==> src/rtl/sccb_byte_engine_if.sv <==
// sccb_byte_engine_if: byte handshake and SCCB bus signals between the
// camera init-sequence driver (master) and the SCCB byte engine (slave).
// Optional macro SCCB_ACK_CHECK_EN adds sdaIn/ackErr for ninth-bit checking.
interface sccb_byte_engine_if;
    logic       i2cStrobe;
    logic [7:0] dataToSend;
    logic       lastTransfer;
    logic       sda;
    logic       scl;
    logic       busy;
`ifdef SCCB_ACK_CHECK_EN
    logic       sdaIn;
    logic       ackErr;

    modport master (
        output i2cStrobe, dataToSend, lastTransfer, sdaIn,
        input  sda, scl, busy, ackErr
    );

    modport slave (
        input  i2cStrobe, dataToSend, lastTransfer, sdaIn,
        output sda, scl, busy, ackErr
    );
`else
    modport master (
        output i2cStrobe, dataToSend, lastTransfer,
        input  sda, scl, busy
    );

    modport slave (
        input  i2cStrobe, dataToSend, lastTransfer,
        output sda, scl, busy
    );
`endif
endinterface

==> src/rtl/sccb_byte_engine.sv <==
// sccb_byte_engine: write-only SCCB/I2C byte engine for the OV7670 config port.
// Frames bytes with START/STOP, shifts them MSB-first, stays on the bus (HOLD)
// between bytes of one register write. Optional macro SCCB_ACK_CHECK_EN samples
// the ninth bit on sdaIn and reports a sticky ackErr.
module sccb_byte_engine #(
    parameter int QUARTER = 125
) (
    input logic          clk,
    input logic          reset,
    sccb_byte_engine_if.slave bus
);
    localparam int QW = $clog2(QUARTER);
    localparam logic [QW-1:0] Q_LAST = QW'(QUARTER - 1);

    localparam logic [2:0] IDLE  = 3'd0;
    localparam logic [2:0] START = 3'd1;
    localparam logic [2:0] BIT   = 3'd2;
    localparam logic [2:0] ACK   = 3'd3;
    localparam logic [2:0] STOP  = 3'd4;
    localparam logic [2:0] HOLD  = 3'd5;

    logic [2:0]    state;
    logic [2:0]    state_nxt;
    logic [QW-1:0] q_cnt;
    logic [QW-1:0] q_nxt;
    logic [1:0]    phase;
    logic [1:0]    phase_nxt;
    logic [2:0]    bit_cnt;
    logic [2:0]    bit_nxt;
    logic [7:0]    data_reg;
    logic          last_reg;
    logic          sda_r;
    logic          scl_r;
    logic          busy_r;
    logic          accept;
    logic          phase_end;

    assign accept    = ((state == IDLE) || (state == HOLD)) && bus.i2cStrobe && !busy_r;
    assign phase_end = (q_cnt == Q_LAST);

    assign bus.sda  = sda_r;
    assign bus.scl  = scl_r;
    assign bus.busy = busy_r;

    // Next state, quarter timer, phase and bit index.
    always_comb begin
        state_nxt = state;
        q_nxt     = q_cnt;
        phase_nxt = phase;
        bit_nxt   = bit_cnt;
        case (state)
            IDLE, HOLD: begin
                q_nxt     = '0;
                phase_nxt = 2'd0;
                if (accept) begin
                    state_nxt = (state == IDLE) ? START : BIT;
                    bit_nxt   = 3'd7;
                end
            end
            default: begin
                if (phase_end) begin
                    q_nxt     = '0;
                    phase_nxt = phase + 2'd1;
                    case (state)
                        START: begin
                            if (phase == 2'd1) begin
                                state_nxt = BIT;
                                phase_nxt = 2'd0;
                            end
                        end
                        BIT: begin
                            if (phase == 2'd3) begin
                                if (bit_cnt == 3'd0) begin
                                    state_nxt = ACK;
                                end else begin
                                    bit_nxt = bit_cnt - 3'd1;
                                end
                            end
                        end
                        ACK: begin
                            if (phase == 2'd3) begin
                                state_nxt = last_reg ? STOP : HOLD;
                            end
                        end
                        STOP: begin
                            if (phase == 2'd3) begin
                                state_nxt = IDLE;
                            end
                        end
                        default: state_nxt = IDLE;
                    endcase
                end else begin
                    q_nxt = q_cnt + 1'b1;
                end
            end
        endcase
    end

    // State registers plus registered bus outputs derived from the upcoming phase.
    always_ff @(posedge clk) begin
        if (!reset) begin
            state    <= IDLE;
            q_cnt    <= '0;
            phase    <= 2'd0;
            bit_cnt  <= 3'd0;
            data_reg <= 8'd0;
            last_reg <= 1'b0;
            sda_r    <= 1'b1;
            scl_r    <= 1'b1;
            busy_r   <= 1'b0;
        end else begin
            state   <= state_nxt;
            q_cnt   <= q_nxt;
            phase   <= phase_nxt;
            bit_cnt <= bit_nxt;
            if (accept) begin
                data_reg <= bus.dataToSend;
                last_reg <= bus.lastTransfer;
            end
            busy_r <= (state_nxt != IDLE) && (state_nxt != HOLD);
            case (state_nxt)
                IDLE: begin
                    sda_r <= 1'b1;
                    scl_r <= 1'b1;
                end
                HOLD: begin
                    sda_r <= 1'b0;
                    scl_r <= 1'b0;
                end
                START: begin
                    scl_r <= 1'b1;
                    sda_r <= (phase_nxt == 2'd0);
                end
                BIT, ACK: begin
                    scl_r <= phase_nxt[1];
                    if (phase_nxt == 2'd1) begin
                        sda_r <= (state_nxt == ACK) ? 1'b1 : data_reg[bit_nxt];
                    end
                end
                STOP: begin
                    case (phase_nxt)
                        2'd0: scl_r <= 1'b0;
                        2'd1: begin
                            scl_r <= 1'b0;
                            sda_r <= 1'b0;
                        end
                        2'd2: scl_r <= 1'b1;
                        default: begin
                            scl_r <= 1'b1;
                            sda_r <= 1'b1;
                        end
                    endcase
                end
                default: begin
                    sda_r <= 1'b1;
                    scl_r <= 1'b1;
                end
            endcase
        end
    end

`ifdef SCCB_ACK_CHECK_EN
    logic ack_err_r;

    assign bus.ackErr = ack_err_r;

    // Sticky ninth-bit error: sampled at the end of ACK Q2, cleared when a new START begins.
    always_ff @(posedge clk) begin
        if (!reset) begin
            ack_err_r <= 1'b0;
        end else if ((state_nxt == START) && (state != START)) begin
            ack_err_r <= 1'b0;
        end else if ((state == ACK) && (phase == 2'd2) && phase_end && bus.sdaIn) begin
            ack_err_r <= 1'b1;
        end
    end
`endif
endmodule

==> src/flat_wrapper.sv <==
// flat-port wrapper written by rule: the top's interface ports become plain ports
module sccb_byte_engine_flat 
#(
    parameter int QUARTER = 125
)
  (clk, reset, bus_i2cStrobe, bus_dataToSend, bus_lastTransfer, bus_sda, bus_scl, bus_busy);
  sccb_byte_engine_if bus_i ();
  input logic clk;
  input logic reset;
  input wire logic [$bits(bus_i.i2cStrobe)-1:0] bus_i2cStrobe;
  input wire logic [$bits(bus_i.dataToSend)-1:0] bus_dataToSend;
  input wire logic [$bits(bus_i.lastTransfer)-1:0] bus_lastTransfer;
  output wire logic [$bits(bus_i.sda)-1:0] bus_sda;
  output wire logic [$bits(bus_i.scl)-1:0] bus_scl;
  output wire logic [$bits(bus_i.busy)-1:0] bus_busy;
  assign bus_i.i2cStrobe = bus_i2cStrobe;
  assign bus_i.dataToSend = bus_dataToSend;
  assign bus_i.lastTransfer = bus_lastTransfer;
  assign bus_sda = bus_i.sda;
  assign bus_scl = bus_i.scl;
  assign bus_busy = bus_i.busy;
  sccb_byte_engine #(.QUARTER(QUARTER)) u_core (.clk(clk), .reset(reset), .bus(bus_i));
endmodule
==> config.mk <==
export PLATFORM = sky130hd
export DESIGN_NAME = sccb_byte_engine_flat
export DESIGN_NICKNAME = d
export VERILOG_FILES = /design/src/rtl/sccb_byte_engine_if.sv /design/src/rtl/sccb_byte_engine.sv /design/src/flat_wrapper.sv
export SDC_FILE = /design/constraint.sdc
export NUM_CORES = 1
export LEC_CHECK = 0
export ABC_AREA = 1
export ABC_CLOCK_PERIOD_IN_PS = 2450
export BUFFER_PORTS_ARGS = -buffer_cell sky130_fd_sc_hd__buf_2
export CAP_MARGIN = 20
export CORE_ASPECT_RATIO = 1.75
export CORE_MARGIN = 1
export CORE_UTILIZATION = 58
export CTS_CLUSTER_DIAMETER = 150
export DETAILED_ROUTE_END_ITERATION = 12
export MAX_ROUTING_LAYER = met4
export PLACE_DENSITY = 0.78
export SYNTH_ARGS = -nofsm -noshare
export SYNTH_HDL_FRONTEND = slang
export SYNTH_SLANG_ARGS = --single-unit
==> constraint.sdc <==
create_clock -name clk -period 2.45 [get_ports clk]
set_input_delay 0.6125 -clock clk [delete_from_list [all_inputs] [get_ports clk]]
set_output_delay 0.6125 -clock clk [all_outputs]
set_load 0.03 [all_outputs]
* Word-level counts from Yosys, hierarchy flattened
Index checks and enable logic that the tools add are counted.
Word-level totals: bits in registers 27, output and inout port bits 3, logic and storage cells 76
Cells by class: order comparisons 1, muxes and demuxes 29, reductions and logical operators 15, equal/unequal tests 18, add/subtract/negate cells 3, bitwise gates (word level) 1
Operators by type and width (number):
- 2-to-1 mux 3 bit | 14
- equality test 3 x 2 -> 1 bit, second input constant | 4
- equality test 3 bit, second input constant | 4
- one-hot mux 3 bit (4 select lines) | 1
- 2-to-1 mux 2 bit | 5
- OR reduction 2 bit | 4
- adder 7 x 1 -> 7 bit, second input constant | 1
- equality test 7 bit, second input constant | 1
- equality test 3 x 1 -> 1 bit, second input constant | 2
- logical NOT 3 bit | 2
- 2-to-1 mux 1 bit | 5
- equality test 2 x 1 -> 1 bit, second input constant | 2
- equality test 2 bit, second input constant | 2
- less-than comparator 3 x 4 -> 1 bit, second input constant | 1
- one-hot mux 1 bit (4 select lines) | 1
- OR reduction 4 bit | 1
- binary-select mux 1 bit (select 3 bit) | 1
- logical AND 1 bit | 3
- inequality test 3 bit, second input constant | 1
- one-hot mux 1 bit (3 select lines) | 1
- nonzero test 3 bit | 1
- subtractor 3 x 1 -> 3 bit, second input constant | 1
- adder 2 x 1 -> 2 bit, second input constant | 1
- logical NOT 2 bit | 1
- other kinds (7) | 7

* Logic depth before layout (Yosys ltp)
Gate-level depths: netlist of the first run.
depth after elaboration 11, gate-level depth with buffers 18, gate-level depth less buffers 18

* Least setup slack after synthesis of the first run
OpenSTA, ideal clock, no wires.
kind input port to flip-flop, from input bus_i2cStrobe, to register u_core.sda_r, in the netlist u_core.bus.sda, path slack 0.601 ns, arrival time 1.737 ns, stages on the path 15, path through inv_1 nor2_1 nor2_1 inv_1 nand2_1 o21ai_2 nand2_2 nand3_1 nand2_1 nand2_1 nand2_1 inv_1 nand2_1 nand2_1 nand2_1
Between the ends: cells in the longest elaborated chain, start to end 9
RTL lines:
- start: declaration | RTL line flat_wrapper.sv:10 | input wire logic [$bits(bus_i.i2cStrobe)-1:0] bus_i2cStrobe;
- logical AND 1 bit (*) (2 in series) | RTL line sccb_byte_engine.sv:38 | assign accept = ((state == IDLE) || (state == HOLD)) && bus.i2cStrobe && !busy_r;
- 2-to-1 mux 3 bit | RTL line sccb_byte_engine.sv:55 | if (accept) begin
- 2-to-1 mux 3 bit | RTL line sccb_byte_engine.sv:51 | case (state)
- binary-select mux 1 bit (select 3 bit) | RTL line sccb_byte_engine.sv:137 | sda_r <= (state_nxt == ACK) ? 1'b1 : data_reg[bit_nxt];
- 2-to-1 mux 1 bit (not written as such) | RTL line sccb_byte_engine.sv:137
- 2-to-1 mux 1 bit | RTL line sccb_byte_engine.sv:137
- 2-to-1 mux 1 bit | RTL line sccb_byte_engine.sv:136 | if (phase_nxt == 2'd1) begin
- one-hot mux 1 bit (4 select lines) | RTL line sccb_byte_engine.sv:121 | case (state_nxt)
- end signal: assignment | RTL line sccb_byte_engine.sv:132 | sda_r <= (phase_nxt == 2'd0);
- end signal: assignment | RTL line sccb_byte_engine.sv:137
- end: declaration | RTL line sccb_byte_engine.sv:32 | logic sda_r;
Mark *: on every way between the ends. The rest lies on a longest branch, timed or not. The select of a mux whose other input is x is not followed. A chain may end at the register's enable or synchronous reset.

* Final worst setup path of the first run
from register u_core.bit_cnt[0], to register u_core.sda_r, in the netlist u_core.bus.sda
Between the ends: cells in the longest elaborated chain, start to end 11
RTL lines:
- start: declaration | RTL line sccb_byte_engine.sv:28 | logic [2:0] bit_cnt;
- start signal: assignment | RTL line sccb_byte_engine.sv:115 | bit_cnt <= bit_nxt;
- subtractor 3 x 1 -> 3 bit or logical NOT 3 bit (tied branches) | RTL line sccb_byte_engine.sv:76, sccb_byte_engine.sv:73
- 2-to-1 mux 3 bit | RTL line sccb_byte_engine.sv:73 | if (bit_cnt == 3'd0) begin
- 2-to-1 mux 3 bit | RTL line sccb_byte_engine.sv:72 | if (phase == 2'd3) begin
- 2-to-1 mux 3 bit | RTL line sccb_byte_engine.sv:64 | case (state)
- 2-to-1 mux 3 bit | RTL line sccb_byte_engine.sv:61 | if (phase_end) begin
- 2-to-1 mux 3 bit | RTL line sccb_byte_engine.sv:51
- binary-select mux 1 bit (select 3 bit) | RTL line sccb_byte_engine.sv:137
- 2-to-1 mux 1 bit (not written as such) | RTL line sccb_byte_engine.sv:137
- 2-to-1 mux 1 bit | RTL line sccb_byte_engine.sv:137
- 2-to-1 mux 1 bit | RTL line sccb_byte_engine.sv:136
- one-hot mux 1 bit (4 select lines) | RTL line sccb_byte_engine.sv:121
Parallel ways exist; a longest one is shown, timed or not. The select of a mux whose other input is x is not followed.

==> impl_metrics.csv, run 1 <==
group,metric,value,unit
setup_path,critPathMaxFanout,4,
clocking,clockRootBuffer,"clkbuf_8",
floorplan,start_util,62.3,%
sta,worst_slew_pin_slew,0.447,ns
setup_path,critical-path-top-cell-by-count,"nand2_1",
sta,setup_viol,0,
floorplan,die-height,71.2,um
place,gp_congestion,0.899,
place,dpl_hpwl,2500,um
power_and_ir_drop,total_leakage_power,0.821,nW
clocking,buffer_count_from_post_cts_setup_fixing,0,
clocking,htree_num_levels,1,
final_layout,layout.filler_cells,253,
clocking,clock-sinks,27,
setup_path,path_depth,18,
final_layout,areaGrowthSynthToFinish,8.74,%
global_routing,met2_usage,47.6,%
setup_path,cp.buffers_inverters,3,
hold_path,min-delay-path-class,"reg2reg",
drt,detailed_routing_iterations_pass_1,4,
synthesis,synth.area.top_cells,"dfxtp_1 (34%), nand2_1 (15%), nor2_1 (10%)",
setup_path,rr_worst_depth,18,
synthesis,cell_count_after_synthesis,239,
sta,slew_viol_final,0,
synthesis,yosys_warnings,0,
final_layout,num-nets-final,272,
final_layout,insertedDiodeCount,0,
drt,route.detailed.wl_per_inst,11.0,um
floorplan,placement_rows,24,
final_layout,largest_register_ffs,8,
outcome,run_status,"complete, no violations",
synthesis,async_flop_share,0,%
sta,setup_tns,0,ns
sta,hold_viol_final,0,
setup_path,timing.critical_path.slowest_stage_cell,"dfxtp_1",
final_layout,layout-drive-gt1-share,18.0,%
place,io_buffer_count,14,
global_routing,initial_antenna_violation_count,0,
setup_path,timing.critical_path.max_delay_family,"simple AND/OR/NAND/NOR gates",
power_and_ir_drop,overall_power,1.10,mW
drt,final_routed_drc_violation_total,0,
synthesis,synth-edff-count,0,
synthesis,yosysUniqueCellTypes,26,
synthesis,synth.ff_latch_count,27,
sta,clock_skew,0.00540,ns
floorplan,die-width,41.6,um
clocking,post_cts_resized,0,
final_layout,regArea,541,sq um
clocking,clk_path_buf_depth,2,
power_and_ir_drop,power.ir.vdd_worst,530,uV
clocking,cts_made_buffers,3,
run,drv.max_cap_violation_count,0,
synthesis,syn-cell-area,0.00159,sq mm
sta,grt_setup_unrepaired,"no",
clocking,cts-hold-fix-buffers,0,
floorplan,boundaryPins,15,
floorplan,design.die.area,0.00296,sq mm
place,placed_instance_count,277,
setup_path,timing.critical_path.required,2.63,ns
drt,antenna_violating_nets_post_route,0,
sta,timing.final.crit_share,83.3,%
drt,drt-total-wl,3080,um
synthesis,yosys.area.top_type,"dfxtp_1",
drt,route.detailed.vias_per_inst,5.21,
clocking,tritoncts_clock_tree,"yes",
synthesis,post_synth.cell_area_avg,6.65,sq um
setup_path,worstSetupPathType,"reg2reg",
power_and_ir_drop,power_density,635,mW/mm^2
setup_path,critical_path.cell_chain,"inv_1 -> ha_1 -> inv_1 -> nor2_1 -> nor2_2 -> nand3_2 -> nand2_1 -> nand3_1 -> nand2_1 -> inv_1 -> nand2_1 -> nand2_1 -> nand2_1 -> nand3_1 -> nand2_1 -> nand2_1 -> nand2_1 -> nand2_1",
global_routing,met1_usage,20.5,%
setup_path,cp.arrival,2.22,ns
floorplan,placeableCoreArea,0.00255,sq mm
global_routing,vias_in_the_first_global_route,1464,
synthesis,syn-num-nets,255,
global_routing,grt_use_total,24.1,%
synthesis,synth_sequential_area_ratio,34.0,%
sta,fin_crit_period,2.04,ns
global_routing,grt_pass1_wl,5490,um
global_routing,global_route.peak_usage_layer,"met2",
drt,drt_iter0_drc,26,
synthesis,synth_ff_type,"dfxtp_1",
sta,slew-limit-headroom,70.1,%
clocking,clkSlewWorstSetupHoldPaths,0.09,ns
synthesis,synth_top_cell_area_share,34.0,%
final_layout,area_occupied_by_multi_input_gates,913,sq um
global_routing,gr-total-overflow,0,
global_routing,grt_start_max_net_pins,15,
hold_path,holdPathStages,1,
final_layout,final-instance-count-excl-fill,281,
drt,vias,1465,
setup_path,critPathCaptureType,"flop",
setup_path,timing.reg2reg.setup_slack,0.41,ns
global_routing,met3_track_utilization_from_global_routing,3.53,%
clocking,clkLatencyLatePin,0.27,ns
setup_path,critPathLaunchType,"flop",
sta,max_clock_freq,0.490,GHz
setup_path,slowest_cell_delay_on_critical_path,0.44,ns
==> worst paths after layout <==
kind / to / from
worst min-delay path: u_core.q_cnt[0] / u_core.q_cnt[0]
worst max-delay path: u_core.bus.sda / u_core.bit_cnt[0]
worst max register to register: u_core.bus.sda / u_core.bit_cnt[0]
worst min register to register: u_core.q_cnt[0] / u_core.q_cnt[0]
==> cells in the mapped netlist, types with 2 or more instances <==
master   instances
nor2_4           2
o21ai_0         11
nand3_2          5
nor2_1          43
nand4_2          2
inv_1           27
nor2_2           2
nand3_1         19
nor3_1           3
nand2_1         63
o21ai_1          3
inv_2            5
ha_1             4
nand2_2          4
dfxtp_1         27
o21ai_2          2
nand2_4          5
xor2_1           4
==> worst reg2reg max path, cell delays in order (launching register included) <==
cell and delay, ns:
dfxtp_1 0.44, inv_1 0.09, ha_1 0.20, inv_1 0.07, nor2_1 0.06, nor2_2 0.18
nand3_2 0.13, nand2_1 0.08, nand3_1 0.07, nand2_1 0.14, inv_1 0.07, nand2_1 0.06
nand2_1 0.05, nand2_1 0.05, nand3_1 0.08, nand2_1 0.06, nand2_1 0.04, nand2_1 0.05
nand2_1 0.04
==> layout make-up <==
cell class / instances / area share, %
Inverter: 33 / 7.31
Tap cell: 26 / 1.88
Multi-Input combinational cell: 177 / 52.9
Clock buffer: 4 / 2.61
Sequential cell: 27 / 31.3
Timing Repair Buffer: 14 / 4.06
==> per-stage QoR <==
stage	instance area, sq um	worst slack, ns	hold slack (ns)	utilization, %
finish	1730	0.409	0.477	67.7
global route	1730	0.145	0.499	67.7
CTS	1730	0.401	0.479	67.7
detailed placement	1680	0.377	0.459	65.9
global placement	1680	0.403	0.449	65.9
floorplan	1590	0.601	0.430	-
==> cells in the final DEF, fill, tap and decap left out, types with 4 or more instances in the layout <==
| cell type | Yosys | layout |
|---|---|---|
| nand3_1 | 19 | 19 |
| nand2_2 | 4 | 4 |
| xor2_1 | 4 | 4 |
| nor2_1 | 43 | 43 |
| nand2_1 | 63 | 63 |
| dfxtp_1 | 27 | 27 |
| o21ai_0 | 11 | 11 |
| nand2_4 | 5 | 5 |
| nand3_2 | 5 | 5 |
| ha_1 | 4 | 4 |
| buf_2 | 0 | 14 |
| inv_2 | 5 | 5 |
| inv_1 | 27 | 27 |
==> kinds of logic after synthesis <==
kind of cell | count (synthesis) | share of synthesized area [%]
AOI/OAI and AO/OA | 20 | 7.72
xor gates and xnor gates | 4 | 2.20
adders and majority gates | 4 | 3.15
buffers and inverters | 35 | 8.50
DFF | 27 | 34.0
and+or+nand+nor | 149 | 44.4
==> report_power, final <==
| group | leakage [nW] | total [mW] | switching [mW] | internal [mW] |
|---|---|---|---|---|
| Combinational | 0.577 | 0.324 | 0.213 | 0.112 |
| Clock | 0.0228 | 0.252 | 0.135 | 0.117 |
| Sequential | 0.221 | 0.520 | 0.0359 | 0.484 |
==> per-layer routing <==
layer,wire (um),vias up
li1,-,779
met1,1130,649
met2,1780,26
met3,73,11
met4,92,0
met5,0,-
No activity file was read; power rests on OpenSTA's default activity.
==> inputs of run 2 (changes only) <==
--- a/config.mk
+++ b/config.mk
@@ -6,16 +6,16 @@
 export NUM_CORES = 1
 export LEC_CHECK = 0
 export ABC_AREA = 1
-export ABC_CLOCK_PERIOD_IN_PS = 2450
+export ABC_CLOCK_PERIOD_IN_PS = 1800
 export BUFFER_PORTS_ARGS = -buffer_cell sky130_fd_sc_hd__buf_2
 export CAP_MARGIN = 20
 export CORE_ASPECT_RATIO = 1.75
 export CORE_MARGIN = 1
-export CORE_UTILIZATION = 58
+export CORE_UTILIZATION = 52
 export CTS_CLUSTER_DIAMETER = 150
 export DETAILED_ROUTE_END_ITERATION = 12
 export MAX_ROUTING_LAYER = met4
-export PLACE_DENSITY = 0.78
+export PLACE_DENSITY = 0.74
 export SYNTH_ARGS = -nofsm -noshare
 export SYNTH_HDL_FRONTEND = slang
 export SYNTH_SLANG_ARGS = --single-unit
==> constraint.sdc (replaced) <==
create_clock -name clk -period 1.8 [get_ports clk]
set_input_delay 0.45 -clock clk [delete_from_list [all_inputs] [get_ports clk]]
set_output_delay 0.45 -clock clk [all_outputs]
set_load 0.03 [all_outputs]
==> run 2 against run 1 <==
Compared with the run above:
- combinational power rose by 73%
- critical endpoint unchanged
- core utilization is 1.8 points lower
- via count up 2.7%
- largest cell class unchanged
- routed wire length rose by 11%
- sequential share of layout area decreased by 2.8 points
- critical path type unchanged
- critical path depth stayed put
- first-iteration DRC count shrank 38%
- sequential cell count stayed put
==> impl_metrics.csv, run 2 (synthesis results as in run 1) <==
group,metric,value,unit
outcome,run_status,"complete, no violations",
global_routing,vias_in_the_first_global_route,1442,
drt,antenna_violating_nets_post_route,0,
floorplan,placeableCoreArea,0.00293,sq mm
sta,grt_setup_unrepaired,"yes",
sta,setup_tns,0,ns
final_layout,layout-drive-gt1-share,32.2,%
clocking,tritoncts_clock_tree,"yes",
clocking,clockRootBuffer,"clkbuf_8",
power_and_ir_drop,overall_power,1.62,mW
floorplan,die-width,43.8,um
clocking,clk_path_buf_depth,2,
power_and_ir_drop,power_density,842,mW/mm^2
setup_path,timing.critical_path.required,1.99,ns
drt,final_routed_drc_violation_total,0,
global_routing,initial_antenna_violation_count,0,
setup_path,critPathCaptureType,"flop",
setup_path,worstSetupPathType,"reg2reg",
drt,route.detailed.wl_per_inst,11.5,um
drt,vias,1505,
floorplan,placement_rows,26,
sta,timing.final.crit_share,99.6,%
place,placed_instance_count,288,
floorplan,boundaryPins,15,
drt,detailed_routing_iterations_pass_1,4,
final_layout,final-instance-count-excl-fill,298,
sta,worst_slew_pin_slew,0.226,ns
power_and_ir_drop,power.ir.vdd_worst,616,uV
sta,slew-limit-headroom,84.8,%
clocking,clkLatencyLatePin,0.28,ns
clocking,cts_made_buffers,3,
sta,fin_crit_period,1.79,ns
global_routing,gr-total-overflow,0,
final_layout,layout.cells.most_common_list,"nand2_1 (58), nor2_1 (40), inv_1 (21)",
clocking,clkSlewWorstSetupHoldPaths,0.09,ns
final_layout,most_frequent_standard_cell_in_the_layout_excluding_fill_and_tap_cells,"nand2_1",
global_routing,grt_use_total,24.2,%
place,dpl_hpwl,2560,um
final_layout,finalCoreUtilization,65.9,%
setup_path,cp.arrival,1.98,ns
clocking,clock-sinks,27,
setup_path,critPathMaxFanout,5,
power_and_ir_drop,total_leakage_power,0.907,nW
setup_path,critPathLaunchType,"flop",
floorplan,die-height,75.1,um
drt,drt-total-wl,3430,um
clocking,htree_num_levels,1,
place,gp_congestion,0.893,
final_layout,num-nets-final,287,
drt,drt_iter0_drc,16,
final_layout,largest_register_ffs,8,
run,drv.max_cap_violation_count,0,
sta,slew_viol_final,0,
global_routing,grt_pass1_wl,5760,um
sta,hold_viol_final,0,
sta,setup_viol,0,
drt,route.detailed.vias_per_inst,5.05,
floorplan,start_util,54.3,%
place,io_buffer_count,14,
hold_path,min-delay-path-class,"in2reg",
floorplan,design.die.area,0.00329,sq mm
sta,clock_skew,0.00436,ns
final_layout,areaGrowthSynthToFinish,21.3,%
sta,max_clock_freq,0.558,GHz
final_layout,insertedDiodeCount,0,
global_routing,grt_start_max_net_pins,16,
[run 2: what timing repair did]
item / CTS / global route
endpoints found under the setup margin: 1 / 3
cloned: 1 / 0
pin swaps: 11 / 10
hold buffers: 0 / 0
setup buffers: 4 / 1
resized for setup: 19 / 12
[run 2: cell type report]
type,instances,area [sq um]
fillers,277,1000
multi-input cells,178,993
flip-flops and latches,27,549
repair buffers,28,175
inverters,33,129
clock buffers,3,41.3
well taps,28,35.0
clock inverters,1,5.00
[run 2: routing by layer]
layer	part of all wire (%)	wire, um	vias up	GRT usage, %
met4	3.2	110	0	14.9
met1	40	1370	657	22.2
met2	55	1900	25	45.9
met5	0	0	-	-
met3	1.5	52	11	2.40
li1	-	-	812	-
[run 2: critical path: stages (launching register included)]
cell     delay, ns
dfxtp_2       0.35
inv_2         0.05
ha_2          0.16
inv_2         0.05
nor2_2        0.05
nor2_4        0.18
nand3_4       0.12
nand2_4       0.11
nand2_4       0.07
nand2_1       0.07
nand2_1       0.05
nand2_1       0.06
nand2_1       0.05
nand2_1       0.08
nand3_2       0.07
nand2_1       0.06
nand2_1       0.04
nand2_1       0.05
nand2_1       0.04
[run 2: worst paths after layout]
kind	end	slack [ns]	startpoint	cells past startpoint
worst min register to register	u_core.data_reg[5]	0.49	u_core.data_reg[5]	2
worst max register to register	u_core.bus.sda	0.007	u_core.bit_cnt[1]	18
worst min-delay path	u_core.data_reg[5]	0.41	bus_dataToSend[5]	3
worst max-delay path	u_core.bus.sda	0.007	u_core.bit_cnt[1]	18
[run 2: power by group]
group | internal [mW] | switching [mW] | leakage (nW)
Clock | 0.156 | 0.195 | 0.0255
Combinational | 0.230 | 0.333 | 0.657
Sequential | 0.663 | 0.0464 | 0.224
[run 2: stage by stage]
step	cell area [sq um]	setup slack (ns)	hold WS, ns
floorplan	1590	0.0304	0.430
detailed placement	1750	-0.0637	0.473
CTS	1900	-0.0144	0.409
global route	1930	-0.160	0.426
global placement	1750	-0.0428	0.464
finish	1930	0.00736	0.407
==> inputs of run 3 (changes only) <==
--- a/config.mk
+++ b/config.mk
@@ -9,13 +9,15 @@
 export ABC_CLOCK_PERIOD_IN_PS = 1800
 export BUFFER_PORTS_ARGS = -buffer_cell sky130_fd_sc_hd__buf_2
 export CAP_MARGIN = 20
+export CELL_PAD_IN_SITES_DETAIL_PLACEMENT = 1
+export CELL_PAD_IN_SITES_GLOBAL_PLACEMENT = 2
 export CORE_ASPECT_RATIO = 1.75
 export CORE_MARGIN = 1
-export CORE_UTILIZATION = 52
+export CORE_UTILIZATION = 29
 export CTS_CLUSTER_DIAMETER = 150
 export DETAILED_ROUTE_END_ITERATION = 12
 export MAX_ROUTING_LAYER = met4
-export PLACE_DENSITY = 0.74
+export PLACE_DENSITY_LB_ADDON = 0.1
 export SYNTH_ARGS = -nofsm -noshare
 export SYNTH_HDL_FRONTEND = slang
 export SYNTH_SLANG_ARGS = --single-unit
==> run 3 against run 2 <==
Compared with the run above:
- the run now ends with setup timing left
- sequential cell count stayed put
- largest power group unchanged
- core utilization is 24 points lower
- highest routed layer unchanged
- combinational power is 25% higher
- total power is 9.9% higher
==> impl_metrics.csv, run 3 (synthesis results as in run 1) <==
group,metric,value,unit
sta,worst_slack,-0.0243,ns
floorplan,placement_rows,35,
place,dpl_hpwl,3910,um
final_layout,final_design_area_no_fill,0.00221,sq mm
outcome,violations,"setup timing",
setup_path,critPathMaxFanout,5,
global_routing,vias_in_the_first_global_route,1699,
floorplan,design.die.area,0.00579,sq mm
floorplan,placeableCoreArea,0.00526,sq mm
global_routing,gr-total-overflow,0,
power_and_ir_drop,power_density,807,mW/mm^2
drt,final_routed_drc_violation_total,0,
clocking,cts_made_buffers,3,
sta,hold_slack,0.405,ns
final_layout,layout.cells.most_common_list,"nand2_1 (48), nor2_1 (41), buf_4 (36)",
clocking,htree_num_levels,1,
final_layout,num-nets-final,311,
sta,clock_skew,0.00400,ns
drt,route.detailed.vias_per_inst,4.72,
setup_path,worstReg2RegStart,"u_core.state[0]",
setup_path,rr_worst_depth,15,
sta,fin_crit_period,1.82,ns
place,io_buffer_count,14,
power_and_ir_drop,total_leakage_power,1.04,nW
sta,grt_setup_unrepaired,"yes",
floorplan,start_util,30.2,%
global_routing,grt_use_total,18.5,%
floorplan,boundaryPins,15,
sta,setup_viol,1,
final_layout,areaGrowthSynthToFinish,39.1,%
drt,detailed_routing_iterations_pass_1,4,
setup_path,timing.critical_path.required,1.99,ns
setup_path,timing.reg2reg.setup_slack,-0.02,ns
sta,setup_tns,-0.0243,ns
final_layout,layout-drive-gt1-share,41.8,%
clocking,clk_path_buf_depth,2,
sta,slew-limit-headroom,80.8,%
setup_path,worstSetupPathType,"reg2reg",
hold_path,min-delay-path-class,"in2reg",
floorplan,die-width,58.0,um
clocking,clkSlewWorstSetupHoldPaths,0.10,ns
global_routing,grt_pass1_wl,7730,um
hold_path,holdPathStages,3,
drt,vias,1648,
clocking,clockRootBuffer,"clkbuf_8",
place,worst_setup_slack_post_dpl,-0.123,ns
final_layout,most_frequent_standard_cell_in_the_layout_excluding_fill_and_tap_cells,"nand2_1",
hold_path,whs_endpoint,"u_core.data_reg[3]",
sta,hold_viol_final,0,
outcome,run_status,"finished with violations",
clocking,tritoncts_clock_tree,"yes",
setup_path,critPathCaptureType,"flop",
hold_path,hold_path_startpoint,"bus_dataToSend[3]",
sta,max_clock_freq,0.548,GHz
setup_path,critPathLaunchType,"flop",
sta,worst_slew_pin_slew,0.285,ns
clocking,clock-sinks,27,
final_layout,largest_register_ffs,8,
drt,antenna_violating_nets_post_route,0,
drt,route.detailed.wl_per_inst,13.4,um
global_routing,initial_antenna_violation_count,0,
run,drv.max_cap_violation_count,0,
place,postPlaceCellArea,0.00195,sq mm
sta,slew_viol_final,0,
clocking,clkLatencyLatePin,0.28,ns
place,gp_congestion,0.761,
drt,drt-total-wl,4690,um
floorplan,die-height,99.9,um
sta,timing.final.crit_share,101,%
setup_path,worst_r2r_end,"u_core.bus.sda",
power_and_ir_drop,power.ir.vdd_worst,316,uV
drt,drt_iter0_drc,16,
setup_path,cp.arrival,2.02,ns
global_routing,grt_start_max_net_pins,17,
final_layout,finalCoreUtilization,42.1,%
clocking,cts-hold-fix-buffers,0,
final_layout,insertedDiodeCount,0,
==> run 3: layout make-up <==
cell class | instances | area [sq um]
Clock buffer | 3 | 41.3
Clock inverter | 1 | 7.51
Fill cell | 703 | 3040
Inverter | 33 | 129
Multi-Input combinational cell | 177 | 1040
Sequential cell | 27 | 547
Tap cell | 55 | 68.8
Timing Repair Buffer | 53 | 374
==> run 3: what timing repair did <==
item,4_1_cts,5_1_grt
pin swaps,9,28
hold endpoints to repair,0,0
buffers inserted,3,5
gates resized for setup,11,39
endpoints found under the setup margin,2,5
==> run 3: critical path: stages (launching register included) <==
cell,delay [ns]
dfxtp_1,0.49
nor2_2,0.09
nand2_2,0.10
nand2_4,0.09
nand2_4,0.10
inv_4,0.04
o21ai_2,0.25
nand2_2,0.12
nand3_1,0.10
nand2_1,0.06
nand2_1,0.06
nand2_1,0.05
inv_1,0.04
nand2_1,0.04
nand2_1,0.06
nand2_1,0.05
==> run 3: worst max path at each step <==
stage	end	startpoint	cells after the start	slack, ns
floorplan	u_core.bus.sda	u_core.bit_cnt[0]	18	0.03
CTS	u_core.bus.sda	u_core.q_cnt[1]	17	-0.1
detailed placement	u_core.bus.sda	u_core.q_cnt[1]	16	-0.12
finish	u_core.bus.sda	u_core.state[0]	15	-0.02
global placement	u_core.bus.sda	u_core.bit_cnt[1]	18	-0.12
global route	u_core.bus.sda	u_core.bit_cnt[0]	18	-0.19
==> run 3: where the power goes <==
group | internal, mW | total [mW] | leakage, nW | switching, mW
Combinational | 0.300 | 0.703 | 0.791 | 0.403
Sequential | 0.662 | 0.706 | 0.223 | 0.0442
Clock | 0.158 | 0.374 | 0.0217 | 0.216
Total | 1.12 | 1.78 | 1.04 | 0.663
==> run 3: per-stage QoR <==
| stage | power, mW | std cells |
|---|---|---|
| 4_1_cts | 1.72 | 344 |
| 6_report | 1.78 | 349 |
| 3_5_place_dp | 1.30 | 337 |
| 2_1_floorplan | 1.07 | 239 |
| 3_3_place_gp | 1.30 | 337 |
| 5_1_grt | 1.92 | 349 |
==> run 3: metal layers <==
layer	wire [um]	vias to the layer above	GRT usage, %
li1	-	852	-
met1	1550	774	15.6
met2	2960	15	37.9
met3	55	7	1.55
met4	123	0	9.16
met5	0	-	-
